### config.mk
export PLATFORM = sky130hd
export DESIGN_NAME = sliding_window_buffer
export DESIGN_NICKNAME = d
export VERILOG_FILES = /design/src/rtl/sliding_window_buffer_pkg.sv /design/src/rtl/window_position_tracker.sv /design/src/rtl/sliding_window_buffer.sv
export SDC_FILE = /design/constraint.sdc
export NUM_CORES = 2
export LEC_CHECK = 0
export CAP_MARGIN = 20
export CORE_MARGIN = 5
export CORE_UTILIZATION = 60
export CTS_BUF_LIST = sky130_fd_sc_hd__clkbuf_4
export CTS_CLUSTER_SIZE = 28
export DETAILED_ROUTE_END_ITERATION = 10
export GPL_ROUTABILITY_DRIVEN = 0
export PLACE_DENSITY = 0.84
export SKIP_LAST_GASP = 1
export SLEW_MARGIN = 0
export SYNTH_ARGS = -nofsm -noshare
export SYNTH_HDL_FRONTEND = slang
export SYNTH_SLANG_ARGS = --single-unit
### constraint.sdc
create_clock -name clk -period 307.8 [get_ports clk]
set_clock_uncertainty 0.15 [all_clocks]
set_input_delay 30.78 -clock clk [delete_from_list [all_inputs] [get_ports clk]]
set_output_delay 30.78 -clock clk [all_outputs]
set_load 0.05 [all_outputs]
### src/rtl/sliding_window_buffer_pkg.sv
// Shared convolution helpers.
// Holds the window flattening index and the derived-size formulas that the
// line buffer and the conv controllers both rely on.
package sliding_window_buffer_pkg;

    // Depth of the pixel shift array needed to expose a full k x k window.
    function automatic int fifo_size(input int ifm, input int k);
        return (k - 1) * ifm + k;
    endfunction

    // Edge length of the output map for a given window and stride.
    function automatic int ifm_size_next(input int ifm, input int k, input int s);
        return (ifm - k) / s + 1;
    endfunction

    // Flattened slot of window element (i, j); row-major, top-left first.
    function automatic int win_index(input int i, input int j, input int k);
        return i * k + j;
    endfunction

endpackage

### src/rtl/window_position_tracker.sv
// Raster position and window qualification for the sliding window buffer.
// Ports:
//   clk, reset (sync, active-low), clear (sync frame restart), in_valid
//   window_valid : registered, high the cycle after a pixel completes an
//                  aligned window
//   out_row/out_col : output-map coordinates of that window
//   frame_done   : high with the last window of the frame
module window_position_tracker
    import sliding_window_buffer_pkg::*;
#(
    parameter int IFM_SIZE      = 14,
    parameter int KERNAL_SIZE   = 5,
    parameter int STRIDE        = 1,
    parameter int IFM_SIZE_NEXT = ifm_size_next(IFM_SIZE, KERNAL_SIZE, STRIDE),
    parameter int COORD_BITS    = $clog2(IFM_SIZE)
) (
    input  logic                  clk,
    input  logic                  reset,
    input  logic                  clear,
    input  logic                  in_valid,
    output logic                  window_valid,
    output logic [COORD_BITS-1:0] out_row,
    output logic [COORD_BITS-1:0] out_col,
    output logic                  frame_done
);

    localparam int PHASE_BITS = (STRIDE > 1) ? $clog2(STRIDE) : 1;

    localparam logic [COORD_BITS-1:0] InLast  = COORD_BITS'(IFM_SIZE - 1);
    localparam logic [COORD_BITS-1:0] KLast   = COORD_BITS'(KERNAL_SIZE - 1);
    localparam logic [COORD_BITS-1:0] OutLast = COORD_BITS'(IFM_SIZE_NEXT - 1);
    localparam logic [PHASE_BITS-1:0] PhLast  = PHASE_BITS'(STRIDE - 1);

    logic [COORD_BITS-1:0] in_row_q, in_row_d, in_col_q, in_col_d;
    logic [PHASE_BITS-1:0] row_ph_q, row_ph_d, col_ph_q, col_ph_d;
    // Coordinates the next qualifying window will carry.
    logic [COORD_BITS-1:0] win_row_q, win_row_d, win_col_q, win_col_d;
    logic [COORD_BITS-1:0] out_row_q, out_row_d, out_col_q, out_col_d;
    logic                  valid_q, valid_d, done_q, done_d;
    logic                  hit;

    always_comb begin
        in_row_d  = in_row_q;
        in_col_d  = in_col_q;
        row_ph_d  = row_ph_q;
        col_ph_d  = col_ph_q;
        win_row_d = win_row_q;
        win_col_d = win_col_q;
        out_row_d = out_row_q;
        out_col_d = out_col_q;
        valid_d   = 1'b0;
        done_d    = 1'b0;

        // Phases are zero exactly on stride-aligned rows/columns past the edge.
        hit = (in_row_q >= KLast) && (in_col_q >= KLast) &&
              (row_ph_q == '0) && (col_ph_q == '0);

        if (in_valid) begin
            if (in_col_q == InLast) begin
                in_col_d = '0;
                col_ph_d = '0;
                if (in_row_q == InLast) begin
                    in_row_d = '0;
                    row_ph_d = '0;
                end else begin
                    in_row_d = in_row_q + 1'b1;
                    if (in_row_q >= KLast) begin
                        row_ph_d = (row_ph_q == PhLast) ? '0 : row_ph_q + 1'b1;
                    end
                end
            end else begin
                in_col_d = in_col_q + 1'b1;
                if (in_col_q >= KLast) begin
                    col_ph_d = (col_ph_q == PhLast) ? '0 : col_ph_q + 1'b1;
                end
            end

            if (hit) begin
                valid_d   = 1'b1;
                out_row_d = win_row_q;
                out_col_d = win_col_q;
                done_d    = (win_row_q == OutLast) && (win_col_q == OutLast);
                if (win_col_q == OutLast) begin
                    win_col_d = '0;
                    win_row_d = (win_row_q == OutLast) ? '0 : win_row_q + 1'b1;
                end else begin
                    win_col_d = win_col_q + 1'b1;
                end
            end
        end
    end

    always_ff @(posedge clk) begin
        if (!reset || clear) begin
            in_row_q  <= '0;
            in_col_q  <= '0;
            row_ph_q  <= '0;
            col_ph_q  <= '0;
            win_row_q <= '0;
            win_col_q <= '0;
            out_row_q <= '0;
            out_col_q <= '0;
            valid_q   <= 1'b0;
            done_q    <= 1'b0;
        end else begin
            in_row_q  <= in_row_d;
            in_col_q  <= in_col_d;
            row_ph_q  <= row_ph_d;
            col_ph_q  <= col_ph_d;
            win_row_q <= win_row_d;
            win_col_q <= win_col_d;
            out_row_q <= out_row_d;
            out_col_q <= out_col_d;
            valid_q   <= valid_d;
            done_q    <= done_d;
        end
    end

    assign window_valid = valid_q;
    assign frame_done   = done_q;
    assign out_row      = out_row_q;
    assign out_col      = out_col_q;

endmodule

### src/rtl/sliding_window_buffer.sv
// Line buffer and window generator for the conv layers.
// Shifts a raster-order pixel stream through FIFO_SIZE entries and exposes the
// KERNAL_SIZE x KERNAL_SIZE window as one flattened bus, element (i,j) at
// bits [(i*K+j)*DATA_WIDTH +: DATA_WIDTH], (0,0) oldest.
// Ports:
//   clk, reset (sync, active-low), clear (sync frame restart)
//   in_valid/in_data : pixel stream
//   window_data, window_valid, out_row, out_col, frame_done : window output
module sliding_window_buffer
    import sliding_window_buffer_pkg::*;
#(
    parameter int DATA_WIDTH  = 32,
    parameter int IFM_SIZE    = 14,
    parameter int KERNAL_SIZE = 5,
    parameter int STRIDE      = 1
) (
    input  logic                                          clk,
    input  logic                                          reset,
    input  logic                                          clear,
    input  logic                                          in_valid,
    input  logic [DATA_WIDTH-1:0]                         in_data,
    output logic [KERNAL_SIZE*KERNAL_SIZE*DATA_WIDTH-1:0] window_data,
    output logic                                          window_valid,
    output logic [$clog2(IFM_SIZE)-1:0]                   out_row,
    output logic [$clog2(IFM_SIZE)-1:0]                   out_col,
    output logic                                          frame_done
);

    localparam int FIFO_SIZE     = fifo_size(IFM_SIZE, KERNAL_SIZE);
    localparam int IFM_SIZE_NEXT = ifm_size_next(IFM_SIZE, KERNAL_SIZE, STRIDE);
    localparam int COORD_BITS    = $clog2(IFM_SIZE);

    logic [DATA_WIDTH-1:0] entry_q [FIFO_SIZE];

    // A clear-cycle pixel is dropped, so the shift data stays as it was.
    always_ff @(posedge clk) begin
        if (!reset) begin
            for (int n = 0; n < FIFO_SIZE; n++) begin
                entry_q[n] <= '0;
            end
        end else if (in_valid && !clear) begin
            entry_q[0] <= in_data;
            for (int n = 1; n < FIFO_SIZE; n++) begin
                entry_q[n] <= entry_q[n-1];
            end
        end
    end

    for (genvar i = 0; i < KERNAL_SIZE; i++) begin : g_win_row
        for (genvar j = 0; j < KERNAL_SIZE; j++) begin : g_win_col
            assign window_data[win_index(i, j, KERNAL_SIZE)*DATA_WIDTH +: DATA_WIDTH] =
                entry_q[(KERNAL_SIZE-1-i)*IFM_SIZE + (KERNAL_SIZE-1-j)];
        end
    end

    window_position_tracker #(
        .IFM_SIZE      (IFM_SIZE),
        .KERNAL_SIZE   (KERNAL_SIZE),
        .STRIDE        (STRIDE),
        .IFM_SIZE_NEXT (IFM_SIZE_NEXT),
        .COORD_BITS    (COORD_BITS)
    ) u_tracker (
        .clk          (clk),
        .reset        (reset),
        .clear        (clear),
        .in_valid     (in_valid),
        .window_valid (window_valid),
        .out_row      (out_row),
        .out_col      (out_col),
        .frame_done   (frame_done)
    );

endmodule

# --- Yosys cells after proc, flatten, opt, wreduce, memory -nomap -nowiden ---
# Memory sizes are Yosys's and may differ from the RTL's.
# Index checks and enable logic that the tools add are counted.
totals:
  ff_bits: 28
  latch_bits: 0
  mem_bits_rw: 1952
  romBits: 0
  out_inout_bits: 810
  elab_cells: 181
  mem_count: 1
memory_table:
  columns: ["memory", "depth", "word_bits", "read_ports", "rd_ports_with_merged_regs", "write_ports", "line", "text"]
  rows:
  - ["entry_q", 61, 32, 61, 0, 61, "sliding_window_buffer.sv:33", "logic [DATA_WIDTH-1:0] entry_q [FIFO_SIZE];"]
classes:
  addsub: 6
  mul: 0
  n_div: 0
  magnitude_cmp: 2
  eq_ne: 4
  n_shift: 0
  n_mux: 76
  bitwise: 65
  n_reduce_logical: 17
ops:
  columns: ["op", "n"]
  rows:
  - ["$mux W32", 61]
  - ["$or A1 B1 Y1", 61]
  - ["$add A4 B1 Y4 const B", 4]
  - ["$eq A4 B4 Y1 const B", 4]
  - ["$mux W4", 4]
  - ["$mux W1", 11]
  - ["$ge A4 B3 Y1 const B", 2]
  - ["$reduce_and A2 Y1", 3]
  - ["$reduce_and A3 Y1", 2]
  - ["$logic_and A1 B1 Y1", 5]
  - ["$not A1 Y1", 4]
  - ["$reduce_bool A2 Y1", 2]
  - ["$reduce_or A3 Y1", 1]
  - ["$add A1 B1 Y1 const B", 2]
  - ["$logic_not A1 Y1", 2]
  - ["$reduce_or A2 Y1", 1]
  - ["$logic_or A1 B1 Y1", 1]

# --- Longest topological paths before layout ---
depth:
  ltp_word: 6
  mapped_depth: 8
  mapped_depth_nobuf: 4

# --- Modules after synthesis ---
# From an unflattened synthesis, not the netlist that was laid out.
hier_totals:
  hier_cells: 5168
  hier_area_um2: 79685.2
modules_own_cells:
  columns: ["module", "instances", "cells_per_inst", "area_each_um2", "seq_area_each_um2"]
  rows:
  - ["sliding_window_buffer", 1, 5044, 78604.1, 58616.2]
  - ["window_position_tracker", 1, 124, 1081.0, 520.5]

# --- Worst setup path before layout ---
# Ideal clock, no wire load.
synth_timing:
  kind: "input port to flip-flop"
  from: "input in_valid"
  to: "memory entry_q[0][0], enable pin"
  setup_ns: 6.996
  arrival_time_ns: 166.246
  setup_slack_ns: 134.408
  stages: 3
  n_path_buf: 1
  cell_sequence: "buf_4 > inv_2 > o21ai_0"
synth_lines:
  columns: ["item", "line", "text"]
  rows:
  - ["from (decl)", "sliding_window_buffer.sv:20", "input logic in_valid,"]
  - ["to (decl)", "sliding_window_buffer.sv:33", null]

==> summary.txt <==
Setup path
  – Critical Path RT: approximately 310000 ps
  – Critical Path, Cell by Cell: clkdlybuf4s50_1, inv_2, o21ai_4, buf_4, buf_12, buf_12, buf_4, buf_4, buf_16
  – Crit path buf inv count: 8
  – CP max stage cell: buf_4
  – Top delay family on crit path: buffers and inverters
  – Crit path capture type: flip-flop
  – Crit-path most repeated cell: buf_4
  – Crit path kind: in -> reg
  – Critical path fanouts, max: between 150 and 200
  – CP Launch Type: input pin
  – Arr. time, crit path: 35960 ps
  – Slowest Stage Delay on Critical Path: 850 ps

Clock network
  – Number of setup buffers added after CTS: 0
  – CTS tree: done
  – Maximum clock path buffer count: 4
  – Clock latency on the worst-skew pair: roughly 1300 ps
  – CTS clk-pin slew, worst paths: 70 ps
  – CTS Root Cell: clkbuf_4
  – Clk sinks: 1978
  – # H-tree levels: 5
  – CTS Buf Count: 487
  – CTS Hold Buffers Added: 0
  – Resize count post-CTS: 0

STA
  – Max Clock Freq: 28.3 MHz
  – RSZ-0062 raised after global routing: no
  – Finish-stage setup viols: 0
  – Worst slew margin: 0.273
  – Final worst slack: 272520 ps
  – Fin. Hold Viols: 0
  – Slew Viols, Final: 0
  – Crit share post-route: 0.115
  – Tightest Pin Transition: 1090 ps
  – Final min period: 35280 ps
  – Fin Setup TNS: 0 ps

Routing
  – Routed len/inst: 19.8 um
  – DRT Pass-1 Iters: 5
  – Vias: 37228
  – DRC errors left: 0
  – DR vias/cell: 4.97
  – Total Wirelength: 148 mm
  – Antenna Violating Nets Remaining: 0
  – 1st-iter DRT viols: 3224

Layout
  – Layout area overhead: 12.1%
  – Share of post-route cells with drive strength above 1: 0.132
  – FILL cells: 8238
  – Core Util, Final: 0.676
  – Non-filler instance count after layout: 7484
  – Layout net count: around 5400

Synth
  – Post-synthesis sequential element count: 1978
  – Netlist cell types: 42
  – Syn Inst Count: ~5000
  – Seq/Total Area, Yosys: 0.747
  – Avg Inst Size Synth: 15.7 um^2
  – Syn Nets: 5082
  – Yosys warnings: 0
  – Synth Flop Type: edfxtp_1
  – Async set-reset flop share out of synthesis: 0
  – Synth Cell Area: about 0.079 mm^2
  – EDFF count, synth: 1952

Flow run
  – Max Cap Viol: 0

Pwr
  – Design Power: 586 uW
  – Leakage: 0.0335 uW
  – PwrDens: around 6.6 mW/mm^2
  – VDD IR-drop max: 0.00492 mV

Floorplanning
  – Core area: 0.131 mm^2
  – Die area: 0.139 mm^2
  – Core Rows: 133
  – Die height: 373 um
  – Starting density of the core: 0.603
  – Die W: roughly 370 um
  – Boundary Pins: 846

Global route
  – Gr ovfl total: 0
  – Vias in the first global route: 38451
  – GRT Util Overall: 0.209
  – First-pass GRT wire length: 222 mm
  – Pin count of the biggest net entering global routing: 336
  – Initial antenna violation count: 10

Min path
  – Hold Crit Class: reg -> reg

Placed design
  – Cell Count Post-Placement: about 6600
  – DP Worst Slack: roughly 270000 ps
  – Post-DP HPWL: 91.8 mm
  – Port-buffer cells: about 850

Status
  – Status: finished clean
-- metal layers --
metal  part of all wire  track usage
met5                  0            0
met4              0.040       0.0977
met3              0.096       0.0814
met2               0.51        0.356
met1               0.35        0.231
-- layout make-up --
type | instances | area (um^2) | area share
flip-flops and latches | 1978 | 59100 | 0.666
multi-input cells | 2042 | 12800 | 0.144
repair buffers | 872 | 8820 | 0.0994
clock buffers | 695 | 5220 | 0.0588
well taps | 1755 | 2200 | 0.0247
clock inverters | 134 | 603 | 0.00679
diodes | 5 | 12.5 | 0.000141
inverters | 3 | 11.3 | 0.000127
-- logic make-up after synthesis --
| family | after synthesis | share of synthesized area |
|---|---|---|
| compound gates | 27 | 0.00207 |
| xor+xnor | 6 | 0.000664 |
| buf+inv | 1026 | 0.0920 |
| flops | 1978 | 0.747 |
| mux | 2 | 0.000253 |
| simple gates | 2007 | 0.158 |
-- placed cells by master (no fill, tap or decap), types with 5 or more instances in the layout --
| master | instances |
|---|---|
| and2_1 | 1952 |
| nand2_1 | 22 |
| clkbuf_4 | 695 |
| nor2_1 | 12 |
| dfxtp_1 | 26 |
| a21oi_1 | 16 |
| clkinv_1 | 111 |
| clkinv_2 | 14 |
| buf_4 | 15 |
| inv_2 | 6 |
| diode_2 | 5 |
| clkdlybuf4s50_1 | 844 |
| edfxtp_1 | 1952 |
| buf_12 | 11 |
-- synth_stat cells (all sizes together), types with 3 or more instances --
master,number,share of area
a21oi,16,0.0010
and2,1952,0.15
buf,856,0.084
clkbuf,167,0.0079
dfxtp,26,0.0066
edfxtp,1952,0.74
inv,3,0.00014
nand2,22,0.0010
nor2,12,0.00057
nor2b,3,0.00024
nor3,3,0.00019
o21ai,3,0.00019
xnor2,3,0.00033
xor2,3,0.00033
-- power breakdown --
part	total (uW)	internal [uW]	switching [uW]
sequential	325	316	8.26
clock	205	105	99.3
combinational	56.9	16.5	40.4
total	586	438	148
-- path summary, 6_finish.rpt --
path / start / endpoint / slack [ps] / depth (start not counted)
min reg2reg: entry_q[0][1184]$_SDFFCE_PN0P_ / entry_q[0][1216]$_SDFFCE_PN0P_ / 260 / 1
min: entry_q[0][1184]$_SDFFCE_PN0P_ / entry_q[0][1216]$_SDFFCE_PN0P_ / 260 / 1
max reg2reg: u_tracker.in_row_q[2]$_SDFFE_PP0P_ / u_tracker.win_col_q[1]$_SDFFE_PP0P_ / 306010 / 4
max: in_valid / entry_q[0][1262]$_SDFFCE_PN0P_ / 272520 / 9
-- state kept, by name, summed over array words and instances (netlist names) --
| register | cells |
|---|---|
| entry_q | 1952 |
| u_tracker.frame_done | 1 |
| u_tracker.in_col_q | 4 |
| u_tracker.in_row_q | 4 |
| u_tracker.out_col | 4 |
| u_tracker.out_row | 4 |
| u_tracker.win_col_q | 4 |
| u_tracker.win_row_q | 4 |
| u_tracker.window_valid | 1 |
-- metrics by stage --
stage | hold slack (ps) | instance area, um^2
3_3_place_gp | 298 | 82900
5_1_grt | 295 | 88800
4_1_cts | 246 | 88700
2_1_floorplan | 302 | 79200
6_report | 257 | 88800
3_5_place_dp | 302 | 82900
-- worst register-to-register path, cell delays in order, from the launching register on --
cell and delay [ps]:
dfxtp_1 450, o221a_2 420, nand2_1 160, or3_1 390
a21oi_1 140
No activity file was read; power rests on OpenSTA's default activity.
